### src/rtl/mcu_spi_master.sv
// mcu_spi_master: SPI mode-0 master for 24-bit {cmd,addr,data} frames.
// Idle NOPE polls drain the slave queue; received non-NOPE words are strobed out.
module mcu_spi_master #(
   parameter int CLK_DIV       = 4,
   parameter int CS_GAP        = 4,
   parameter int POLL_INTERVAL = 1024
) (
   input  logic        clk,
   input  logic        reset,
   input  logic [23:0] tx_data,
   input  logic        tx_valid,
   output logic        tx_ready,
   output logic [23:0] rx_data,
   output logic        rx_valid,
   output logic        spi_sck,
   output logic        spi_mosi,
   input  logic        spi_miso,
   output logic        spi_cs_n,
   output logic        busy
);
   localparam int CMAX = (CLK_DIV > CS_GAP) ? CLK_DIV : CS_GAP;
   localparam int CW = $clog2(CMAX);
   localparam int PW = $clog2(POLL_INTERVAL + 1);
   localparam logic [23:0] NOPE = 24'hFF0000;
   typedef enum logic [2:0] {IDLE, SETUP, XFER, HOLD, GAP} state_t;
   state_t          state_q, state_d;
   logic [CW-1:0]   cnt_q, cnt_d;
   logic            hi_q, hi_d;
   logic [4:0]      bit_q, bit_d;
   logic [PW-1:0]   poll_q, poll_d;
   logic            drain_q, drain_d;
   logic [23:0]     shift_q, shift_d;
   logic [23:0]     rx_q, rx_d;
   logic [23:0]     rx_data_q, rx_data_d;
   logic            rx_valid_q, rx_valid_d;
   logic            miso_q;
   logic            div_end, gap_end, poll_hit, start;
   assign div_end  = cnt_q == CW'(CLK_DIV - 1);
   assign gap_end  = cnt_q == CW'(CS_GAP - 1);
   assign poll_hit = poll_q == PW'(POLL_INTERVAL - 1);
   // a pending request wins; otherwise fast drain or poll timeout start a NOPE frame
   assign start    = tx_valid || drain_q || poll_hit;
   always_comb begin
      state_d    = state_q;
      cnt_d      = cnt_q + CW'(1);
      hi_d       = hi_q;
      bit_d      = bit_q;
      poll_d     = '0;
      drain_d    = drain_q;
      shift_d    = shift_q;
      rx_d       = rx_q;
      rx_data_d  = rx_data_q;
      rx_valid_d = 1'b0;
      case (state_q)
         IDLE: begin
            cnt_d  = '0;
            poll_d = start ? '0 : poll_q + PW'(1);
            if (start) begin
               state_d = SETUP;
               drain_d = 1'b0;
               shift_d = tx_valid ? tx_data : NOPE;
            end
         end
         SETUP: if (div_end) begin
            state_d = XFER;
            cnt_d   = '0;
            hi_d    = 1'b1;
            bit_d   = '0;
         end
         XFER: if (div_end) begin
            cnt_d = '0;
            hi_d  = !hi_q;
            // end of high phase: capture MISO and advance MOSI at the falling edge
            if (hi_q) begin
               shift_d = {shift_q[22:0], 1'b0};
               rx_d    = {rx_q[22:0], miso_q};
            end else if (bit_q == 5'd23) begin
               state_d = HOLD;
               hi_d    = 1'b0;
            end else begin
               bit_d = bit_q + 5'd1;
            end
         end
         HOLD: if (div_end) begin
            state_d = GAP;
            cnt_d   = '0;
            if (rx_q[23:16] != 8'hFF) begin
               rx_valid_d = 1'b1;
               rx_data_d  = rx_q;
               drain_d    = 1'b1;
            end
         end
         GAP: if (gap_end) begin
            state_d = IDLE;
            cnt_d   = '0;
         end
         default: state_d = IDLE;
      endcase
   end
   always_ff @(posedge clk) begin
      if (reset) begin
         state_q    <= IDLE;
         cnt_q      <= '0;
         hi_q       <= 1'b0;
         bit_q      <= '0;
         poll_q     <= '0;
         drain_q    <= 1'b0;
         shift_q    <= '0;
         rx_q       <= '0;
         rx_data_q  <= '0;
         rx_valid_q <= 1'b0;
         miso_q     <= 1'b0;
      end else begin
         state_q    <= state_d;
         cnt_q      <= cnt_d;
         hi_q       <= hi_d;
         bit_q      <= bit_d;
         poll_q     <= poll_d;
         drain_q    <= drain_d;
         shift_q    <= shift_d;
         rx_q       <= rx_d;
         rx_data_q  <= rx_data_d;
         rx_valid_q <= rx_valid_d;
         miso_q     <= spi_miso;
      end
   end
   assign tx_ready = (state_q == IDLE) && !reset;
   assign busy     = state_q != IDLE;
   assign spi_cs_n = !(state_q inside {SETUP, XFER, HOLD});
   assign spi_sck  = (state_q == XFER) && hi_q;
   assign spi_mosi = shift_q[23];
   assign rx_data  = rx_data_q;
   assign rx_valid = rx_valid_q;
endmodule

### config.mk
export PLATFORM = sky130hd
export DESIGN_NAME = mcu_spi_master
export DESIGN_NICKNAME = d
export VERILOG_FILES = /design/src/rtl/mcu_spi_master.sv
export SDC_FILE = /design/constraint.sdc
export NUM_CORES = 1
export LEC_CHECK = 0
export CAP_MARGIN = 40
export CORE_UTILIZATION = 45
export DETAILED_ROUTE_END_ITERATION = 7
export GPL_ROUTABILITY_DRIVEN = 0
export PLACE_DENSITY = 0.7
export SLEW_MARGIN = 15
export SYNTH_ARGS = -nofsm -noshare
export SYNTH_HDL_FRONTEND = slang
export SYNTH_SLANG_ARGS = --single-unit
export TNS_END_PERCENT = 50
### constraint.sdc
create_clock -name clk -period 1.9 [get_ports clk]
set_input_delay 0.285 -clock clk [delete_from_list [all_inputs] [get_ports clk]]
set_output_delay 0.285 -clock clk [all_outputs]
set_load 0.1 [all_outputs]
==> run summary, run 1 <==
status = completed
Crit. End Element = primary output
Gate Count Post-Synth = 470
Layout fillers = 785
clock slew at reported path FFs = 80 ps
Post-synth EDFFs = 0
Min-Delay Path Class = in2reg
R2R Setup Slk = 100 ps
setup TNS = 0 ps
Post-Layout Cell Count = 640
pin count of the biggest net entering global routing = 57
NetSw = 0.000922 W
switching share of total power = 23.6%
maxcap violations = 0
GR Util met2 = 27.5%
layout cells sized above 1 = 18.4%
Setup crit start kind = flop
Vias/cell = 5.14
combinational share of power = 9.4%
Hold Fails Final Rpt = 0
Netlist cell types = 46
WL final = 8160 µm
NumNets Final = 558
sequential fraction of the synthesis area = 46.3%
slack of the critical path = 77.2 ps
Clock Skew = 7.53 ps
drt drc = 0
Post-Syn Area = 4200 µm²
Reg power frac = 53.4%
GRT busiest layer = met2
vias in the first global route = 3,046
drt initial violations = 128
post-route ant nets = 0
drt first pass iters = 4
Int Pwr = 0.00299 W
synthesis warning total = 0
Max IR drop VDD = 0.000479 V
flops & latches, synth = 97
# H-tree levels = 3
M1 GR Usage = 22.8%
hold buffer count at cts = 0
Final min period = 1820 ps
initial antenna violation count = 0
cell taking the most area after synthesis = dfxtp_1
Inst Count DP = 623
Tightest Pin Transition = 537 ps
most common cell after layout, fill and taps aside = dfxtp_1
initial core utilization = 47.2%
syn_nets = 501
multi-input logic area = 2110 µm²
CTS buffer count = 9
Clock Power Share = 37.2%
Leakage Power = 2.15 nW
commonest non-fill, non-tap cells in the layout = 94 x dfxtp_1, 81 x nand2_1, 48 x buf_4
pre-CTS setup slack = -9.53 ps
total number of vias = 3,289
buffer type at the clock tree root = clkbuf_8
Ports = 58
Die Ht = 98.6 µm
Rows = 34
relative slew slack = 64.0%
area delta synth->final = 23.3%
port buffer count = 57
Tcrit/Tclk final = 95.9%
first-pass GRT wire length = 13,800 µm
clk_lat worst skew = 360 ps
Synth top area share = 46.3%
hpwl dp = 5410 µm
Reg area = 1950 µm²
Tot GR Track Use = 17.3%
final setup vio count = 0
CTS tree = done
width of the chip = 98.6 µm
Avg WL per Cell = 12.7 µm
CTS Sinks = 97
crit path max fanout = 8
ys flop type = dfxtp_1
full die area = 9710 µm²
GR Util met3 = 4.33%
Slew Viols, Final = 0
total grt overflow = 0
synth top area cells = dfxtp_1 46%, mux2i_1 8.1%, nand2_1 7.2%, a21oi_1 5.2%, mux2_4 3.9%
worst path arrival time = 1540 ps
worst path required time = 1620 ps
core area = 8890 µm²
Max clock buf depth = 2
Syn Area/Cell = 8.93 µm²
ANT cells = 0
PwrDens = 756 nW/µm²
f_max = 549 MHz
class of the most critical setup path = reg2out
async set or reset register ratio after synthesis = 0%
power groups by stage:
stage	sequential [W]	combinational, W	clock, W
detailed placement	0.00214	0.000367	0
finish	0.00209	0.000367	0.00145
global placement	0.00214	0.000362	0
CTS	0.00209	0.000369	0.00150
global route	0.00209	0.000395	0.00158
floorplan	0.00215	0.000227	0
stage by stage:
stage / hold slack [ps] / power (W) / util (%) / area, µm²
global placement: 419 / 0.00250 / 55.4 / 4930
finish: 277 / 0.00391 / 58.2 / 5170
floorplan: 407 / 0.00238 / - / 4210
CTS: 268 / 0.00396 / 57.9 / 5150
global route: 303 / 0.00407 / 58.2 / 5170
detailed placement: 430 / 0.00251 / 55.4 / 4930
registers in the layout, indices dropped and copies added, names as in the netlist:
name,flops
rx_data,24
rx_q,24
shift_q,24
poll_q,11
bit_q,5
state_q,3
cnt_q,2
drain_q,1
hi_q,1
miso_q,1
rx_valid,1
path summary, 6_finish.rpt:
path / end / depth (start not counted) / startpoint
worst max register to register: shift_q[16]$_SDFFE_PP0P_ / 7 / poll_q[1]$_SDFF_PP0_
worst min register to register: rx_q[0]$_SDFFE_PP0P_ / 2 / miso_q$_SDFF_PP0_
worst min-delay path: state_q[0]$_SDFFE_PP0P_ / 3 / reset
worst max-delay path: spi_sck / 4 / state_q[0]$_SDFFE_PP0P_
cells in the mapped netlist (all sizes together), types with 2 or more instances:
cell type / count
nand2b: 3
o31ai: 2
and3: 6
xor2: 7
nand2: 81
mux2i: 34
ha: 3
and2: 3
nor2: 43
buf: 17
nand3: 23
a21oi: 45
dfxtp: 97
nor2b: 18
xnor2: 2
nand3b: 10
inv: 3
o311ai: 2
o211ai: 8
a2bb2oi: 2
nand4: 7
mux2: 15
nor3: 3
clkbuf: 18
o21ai: 4
cells by family after synthesis:
family | share of synthesized area [%]
AOI/OAI and AO/OA | 9.81
xor gates and xnor gates | 1.88
adders and majority gates | 0.895
buffers and inverters | 4.38
DFF | 46.3
muxes | 13.1
and+or+nand+nor | 23.6
metal layers:
layer | part of all wire, % | wire (µm)
met5 | 0 | 0
met4 | 1.0 | 85
met3 | 5.4 | 438
met2 | 43 | 3530
met1 | 50 | 4100
worst max-delay path, stage by stage (launching register included):
cell,delay (ps)
dfxtp_4,380
nor3b_4,240
buf_4,190
and2_1,190
buf_12,190
what timing repair did:
item	in CTS	in global routing
cloned	0	0
setup buffers	0	1
gates resized for setup	2	6
pin swaps	1	1
setup endpoints to repair	3	3
layout make-up:
cell class / instances / area share (%)
Multi-Input combinational cell: 335 / 40.8
Sequential cell: 97 / 37.8
Timing Repair Buffer: 81 / 14.4
Tap cell: 108 / 2.61
Clock buffer: 10 / 2.47
Clock inverter: 6 / 1.77
Inverter: 3 / 0.218
(Power assumes the default switching activity.)
==> run 2: changes to the inputs <==
Settings changed: PLACE_DENSITY 0.7 to 0.68.
Clock period 1.9 ns to 1.8 ns, I/O delays scaled along.
==> run 2 against run 1 <==
Compared with the run above: flip-flop and latch count unchanged; clock skew increased by 2.3 ps; worst setup slack got worse by 74 ps; power increased by 9.4%; die area unchanged; core utilization increased by 0.96 points; clock power increased by 15%; cell count increased by 0.16%; sequential power increased by 6%; first-iteration DRC count decreased by 19%.
==> run summary, run 2 (synthesized netlist as in run 1, its figures left out) <==
status = completed
post-route ant nets = 0 (unchanged)
Max IR drop VDD = 0.000471 V (-1.8%)
port buffer count = 57 (unchanged)
met2 wire len = 3770 µm (+6.6%)
Final Cell Area = 5260 µm² (+1.6%)
Final min period = 1800 ps
slack of the critical path = 3.28 ps (-73.9 ps)
Clock Skew = 9.83 ps (+2.31 ps)
total grt overflow = 0 (unchanged)
worst path required time = 1530 ps (-90 ps)
area delta synth->final = 25.3%
Tcrit/Tclk final = 99.8%
Ports = 58 (unchanged)
Hold Fails Final Rpt = 0 (unchanged)
met3 WL = 433 µm (-1.1%)
worst path arrival time = 1530 ps (about the same)
Leakage Power = 2.19 nW (+1.6%)
Setup crit start kind = flop
Reg power frac = 51.6% (-1.8 points)
drt drc = 0 (unchanged)
most common cell after layout, fill and taps aside = dfxtp_1
initial antenna violation count = 0 (unchanged)
Total Power = 0.00428 W (+9.4%)
Int Pwr = 0.00330 W (+11%)
Tightest Pin Transition = 574 ps (+37.3 ps)
FF-to-FF path depth = 6 (-1)
NumNets Final = 560 (+0.36%)
Vias/cell = 5.23 (+1.7%)
WL final = 8360 µm (+2.4%)
f_max = 557 MHz
Hold Path Cell Cnt = 3 (unchanged)
hpwl dp = 5520 µm (+1.9%)
layout cells sized above 1 = 19.5% (+1.1 points)
Clock Power Share = 39.0% (+1.8 points)
buffer type at the clock tree root = clkbuf_8
ANT cells = 0 (unchanged)
unrepaired setup endpoints after global routing = true
Layout fillers = 781 (-0.51%)
commonest non-fill, non-tap cells in the layout = 93 x dfxtp_1, 81 x nand2_1, 46 x buf_4
Rows = 34 (unchanged)
maxcap violations = 0 (unchanged)
Max clock buf depth = 2 (unchanged)
drt initial violations = 104 (-19%)
Post-Place Cell Area = 4950 µm² (+0.41%)
Slew Viols, Final = 0 (unchanged)
pin count of the biggest net entering global routing = 43 (-25%)
Tot GR Track Use = 17.6% (+0.36 points)
relative slew slack = 61.5% (-2.5 points)
combinational share of power = 9.4% (about the same)
NetSw = 0.000977 W (+6.0%)
CTS tree = done
hold buffer count at cts = 0 (unchanged)
crit path max fanout = 7 (-1)
clk_lat worst skew = 360 ps (about the same)
R2R Setup Slk = 100 ps (about the same)
Die Ht = 98.6 µm (unchanged)
PwrDens = 814 nW/µm² (+7.7%)
post-route met1 wirelength = 4050 µm (-1.2%)
CTS Sinks = 97 (unchanged)
clock slew at reported path FFs = 90 ps (about the same)
setup TNS = 0 ps (unchanged)
drt first pass iters = 4 (unchanged)
class of the most critical setup path = reg2out
Crit. End Element = primary output
initial core utilization = 47.2% (unchanged)
Avg WL per Cell = 13.0 µm (+2.3%)
pre-CTS setup slack = -109 ps (-99.9 ps)
core area = 8890 µm² (unchanged)
total number of vias = 3,351 (+1.9%)
# H-tree levels = 3 (unchanged)
full die area = 9710 µm² (unchanged)
first-pass GRT wire length = 14,000 µm (+2.0%)
CTS buffer count = 9 (unchanged)
final setup vio count = 0 (unchanged)
vias in the first global route = 3,167 (+4.0%)
width of the chip = 98.6 µm (unchanged)
switching share of total power = 22.8% (-0.74 points)
Min-Delay Path Class = in2reg
Max Used Layer = met4
[run 2: layout make-up]
class	instances	area, µm²	area share [%]
clock inverters	6	115	2.19
well taps	108	135	2.57
inverters	3	11.3	0.214
flip-flops and latches	97	1950	37.1
clock buffers	9	124	2.36
repair buffers	83	802	15.3
multi-input cells	335	2120	40.3
[run 2: worst max-delay path: stages, from the launching register on]
cell,delay (ps)
dfxtp_4,370
or3_4,440
nor2_4,170
buf_12,190
[run 2: through the flow]
| stage | std cells | hold slack (ps) | util, % |
|---|---|---|---|
| after floorplan | 470 | 398 | - |
| after global placement | 622 | 416 | 55.6 |
| after detailed placement | 622 | 438 | 55.6 |
| after CTS | 637 | 312 | 58.4 |
| after global routing | 641 | 341 | 59.1 |
| final | 641 | 334 | 59.1 |
[run 2: power by group through the flow]
stage | sequential (W) | combinational (W) | clock (W)
6_report | 0.00221 | 0.000404 | 0.00167
4_1_cts | 0.00221 | 0.000386 | 0.00171
5_1_grt | 0.00221 | 0.000431 | 0.00180
2_1_floorplan | 0.00227 | 0.000241 | 0
3_5_place_dp | 0.00226 | 0.000383 | 0
3_3_place_gp | 0.00226 | 0.000377 | 0
[run 2: path summary, 6_finish.rpt]
| kind | from | to |
|---|---|---|
| worst min-delay path | reset | state_q[0]$_SDFFE_PP0P_ |
| worst min register to register | miso_q$_SDFF_PP0_ | rx_q[0]$_SDFFE_PP0P_ |
| worst max-delay path | state_q[1]$_SDFFE_PP0P_ | tx_ready |
| worst max register to register | poll_q[0]$_SDFF_PP0_ | shift_q[1]$_SDFFE_PP0P_ |
[run 2: layer usage]
layer,track usage [%],vias to the layer above
met2,28.8,71
met3,4.26,10
met4,6.89,0
met1,22.6,1558
met5,0,-
li1,-,1712
[run 2: what timing repair did]
item                       in CTS  in global routing
pin swaps                       2                  1
setup endpoints to repair       3                 16
gates resized for setup         4                 11
setup buffers                   0                  4
==> run 3: changes to the inputs <==
Settings changed: CORE_ASPECT_RATIO from default to 0.75.
==> run 3 against run 2 <==
Compared with the run above: cell area grew 2.3%; fmax grew 0.43%; routed wire length grew 0.45%; largest cell class unchanged; highest routed layer unchanged.
==> run summary, run 3 (synthesized netlist as in run 1, its figures left out) <==
area delta synth->final = 28.2%
unrepaired setup endpoints after global routing = true
Post-Place Cell Area = 4970 µm² (+0.51%)
Rows = 30 (-12%)
hpwl dp = 5520 µm (+0.12%)
Slew Viols, Final = 0 (unchanged)
Reg power frac = 50.4% (-1.2 points)
worst hold start = reset
Avg WL per Cell = 12.6 µm (-3.7%)
Hold Fails Final Rpt = 0 (unchanged)
CTS buffer count = 9 (unchanged)
CTS tree = done
Leakage Power = 2.26 nW (+3.3%)
clk_lat worst skew = 330 ps (-30 ps)
worst path arrival time = 1520 ps (about the same)
WL final = 8400 µm (+0.45%)
GR Util met3 = 4.81% (+0.55 points)
pre-CTS setup slack = -45.8 ps (+63.7 ps)
pin count of the biggest net entering global routing = 63 (+47%)
Tightest Pin Transition = 673 ps (+98.7 ps)
width of the chip = 113 µm (+15%)
Crit. End Element = primary output
# H-tree levels = 3 (unchanged)
ANT cells = 0 (unchanged)
Core Util, Final = 59.4% (+0.31 points)
buffer type at the clock tree root = clkbuf_16
NetSw = 0.000991 W (+1.4%)
status = completed
full die area = 9720 µm² (about the same)
total grt overflow = 0 (unchanged)
layout cells sized above 1 = 20.0% (+0.45 points)
class of the most critical setup path = reg2out
Clock Skew = 6.45 ps (-3.39 ps)
initial core utilization = 46.4% (-0.81 points)
Worst Setup SP = state_q[1]$_SDFFE_PP0P_
Int Pwr = 0.00339 W (+2.7%)
f_max = 559 MHz (+0.43%)
Crit-path slowest cell = dfxtp_4
Max clock buf depth = 2 (unchanged)
drt first pass iters = 5 (+1)
maxcap violations = 0 (unchanged)
worst r2r src = poll_q[0]$_SDFF_PP0_
clock slew at reported path FFs = 60 ps (-30 ps)
crit path max fanout = 4 (-3)
most common cell after layout, fill and taps aside = dfxtp_1
Layout fillers = 815 (+4.4%)
max incr delay on CP = 360 ps (-80 ps)
Total Power = 0.00438 W (+2.4%)
Clock Power Share = 40.5% (+1.5 points)
switching share of total power = 22.6% (-0.22 points)
relative slew slack = 55.1% (-6.4 points)
Final min period = 1790 ps (-7.67 ps)
PwrDens = 815 nW/µm² (+0.13%)
total number of vias = 3,375 (+0.72%)
CTS Sinks = 97 (unchanged)
drt initial violations = 160 (+54%)
commonest non-fill, non-tap cells in the layout = 94 x dfxtp_1, 81 x nand2_1, 50 x buf_4
Vias/cell = 5.04 (-3.5%)
Max IR drop VDD = 0.000633 V (+34%)
NumNets Final = 567 (+1.3%)
post-route ant nets = 0 (unchanged)
Final Cell Area = 5380 µm² (+2.3%)
Setup crit start kind = flop
GR Util met2 = 29.7% (+0.89 points)
critical-path cell list = buf_6, or3_4, nor2_4, buf_12
port buffer count = 57 (unchanged)
worst path required time = 1530 ps (about the same)
Min-Delay Path Class = in2reg
combinational share of power = 9.1% (-0.3 points)
slack of the critical path = 10.9 ps (+7.67 ps)
GRT busiest layer = met2
M1 GR Usage = 24.2% (+1.7 points)
final setup vio count = 0 (unchanged)
initial antenna violation count = 0 (unchanged)
drt drc = 0 (unchanged)
Tcrit/Tclk final = 99.4% (-0.43 points)
core area = 9050 µm² (+1.7%)
Die Ht = 85.6 µm (-13%)
Tot GR Track Use = 18.3% (+0.69 points)
first-pass GRT wire length = 14,300 µm (+1.7%)
Ports = 58 (unchanged)
hold buffer count at cts = 0 (unchanged)
vias in the first global route = 3,141 (-0.82%)
-- run 3: changes by cell type in the layout (fill, tap and decap cells not counted), sizes merged --
cell      before  now
clkinv         1    4
inv            4    3
clkinvlp       1    0
bufinv         3    0
buf           57   64
clkbuf         9   12
-- run 3: layout make-up --
| type | count | area (µm²) | area share, % |
|---|---|---|---|
| Inverter | 3 | 11.3 | 0.209 |
| Clock inverter | 4 | 27.5 | 0.512 |
| Tap cell | 128 | 160 | 2.98 |
| Clock buffer | 12 | 256 | 4.77 |
| Sequential cell | 97 | 1950 | 36.3 |
| Multi-Input combinational cell | 335 | 2110 | 39.2 |
| Timing Repair Buffer | 90 | 860 | 16.0 |
-- run 3: power by group through the flow --
stage	clock, W	combinational [W]	sequential [W]
final	0.00177	0.000398	0.00221
after global routing	0.00192	0.000426	0.00221
after CTS	0.00184	0.000396	0.00221
after detailed placement	0	0.000385	0.00226
after global placement	0	0.000379	0.00226
after floorplan	0	0.000241	0.00227
-- run 3: metal layers --
layer	up-vias	part of all wire (%)
li1	1745	-
met1	1578	50
met2	48	46
met3	4	3.4
met4	0	0.76
met5	-	0
-- run 3: metrics by stage --
step           hold WS, ps  TNS (ps)  std cells
3_5_place_dp           427      -263        642
3_3_place_gp           416     -15.4        642
2_1_floorplan          398      -111        470
4_1_cts                371     -24.3        664
6_report               374         0        669
5_1_grt                399     -26.0        669
-- run 3: final timing paths --
kind                        endpoint  slack, ps  cells past startpoint
max                         tx_ready         10                      4
min              cnt_q[0]$_SDFF_PP0_        370                      2
max reg2reg  shift_q[4]$_SDFFE_PP0P_         80                      6
min reg2reg      cnt_q[0]$_SDFF_PP0_        430                      1
-- run 3: worst max-delay path: cells and delay by family, from the launching register on --
kind,cells,cell delay (ps)
flip-flops,1,360
buffers and inverters,2,310
AND/OR/NAND/NOR,2,500
-- run 3: timing repair --
item,4_1_cts,5_1_grt
setup buffers,5,6
setup endpoints to repair,3,12
pin swaps,3,0
gates resized for setup,6,7
gates cloned,1,0
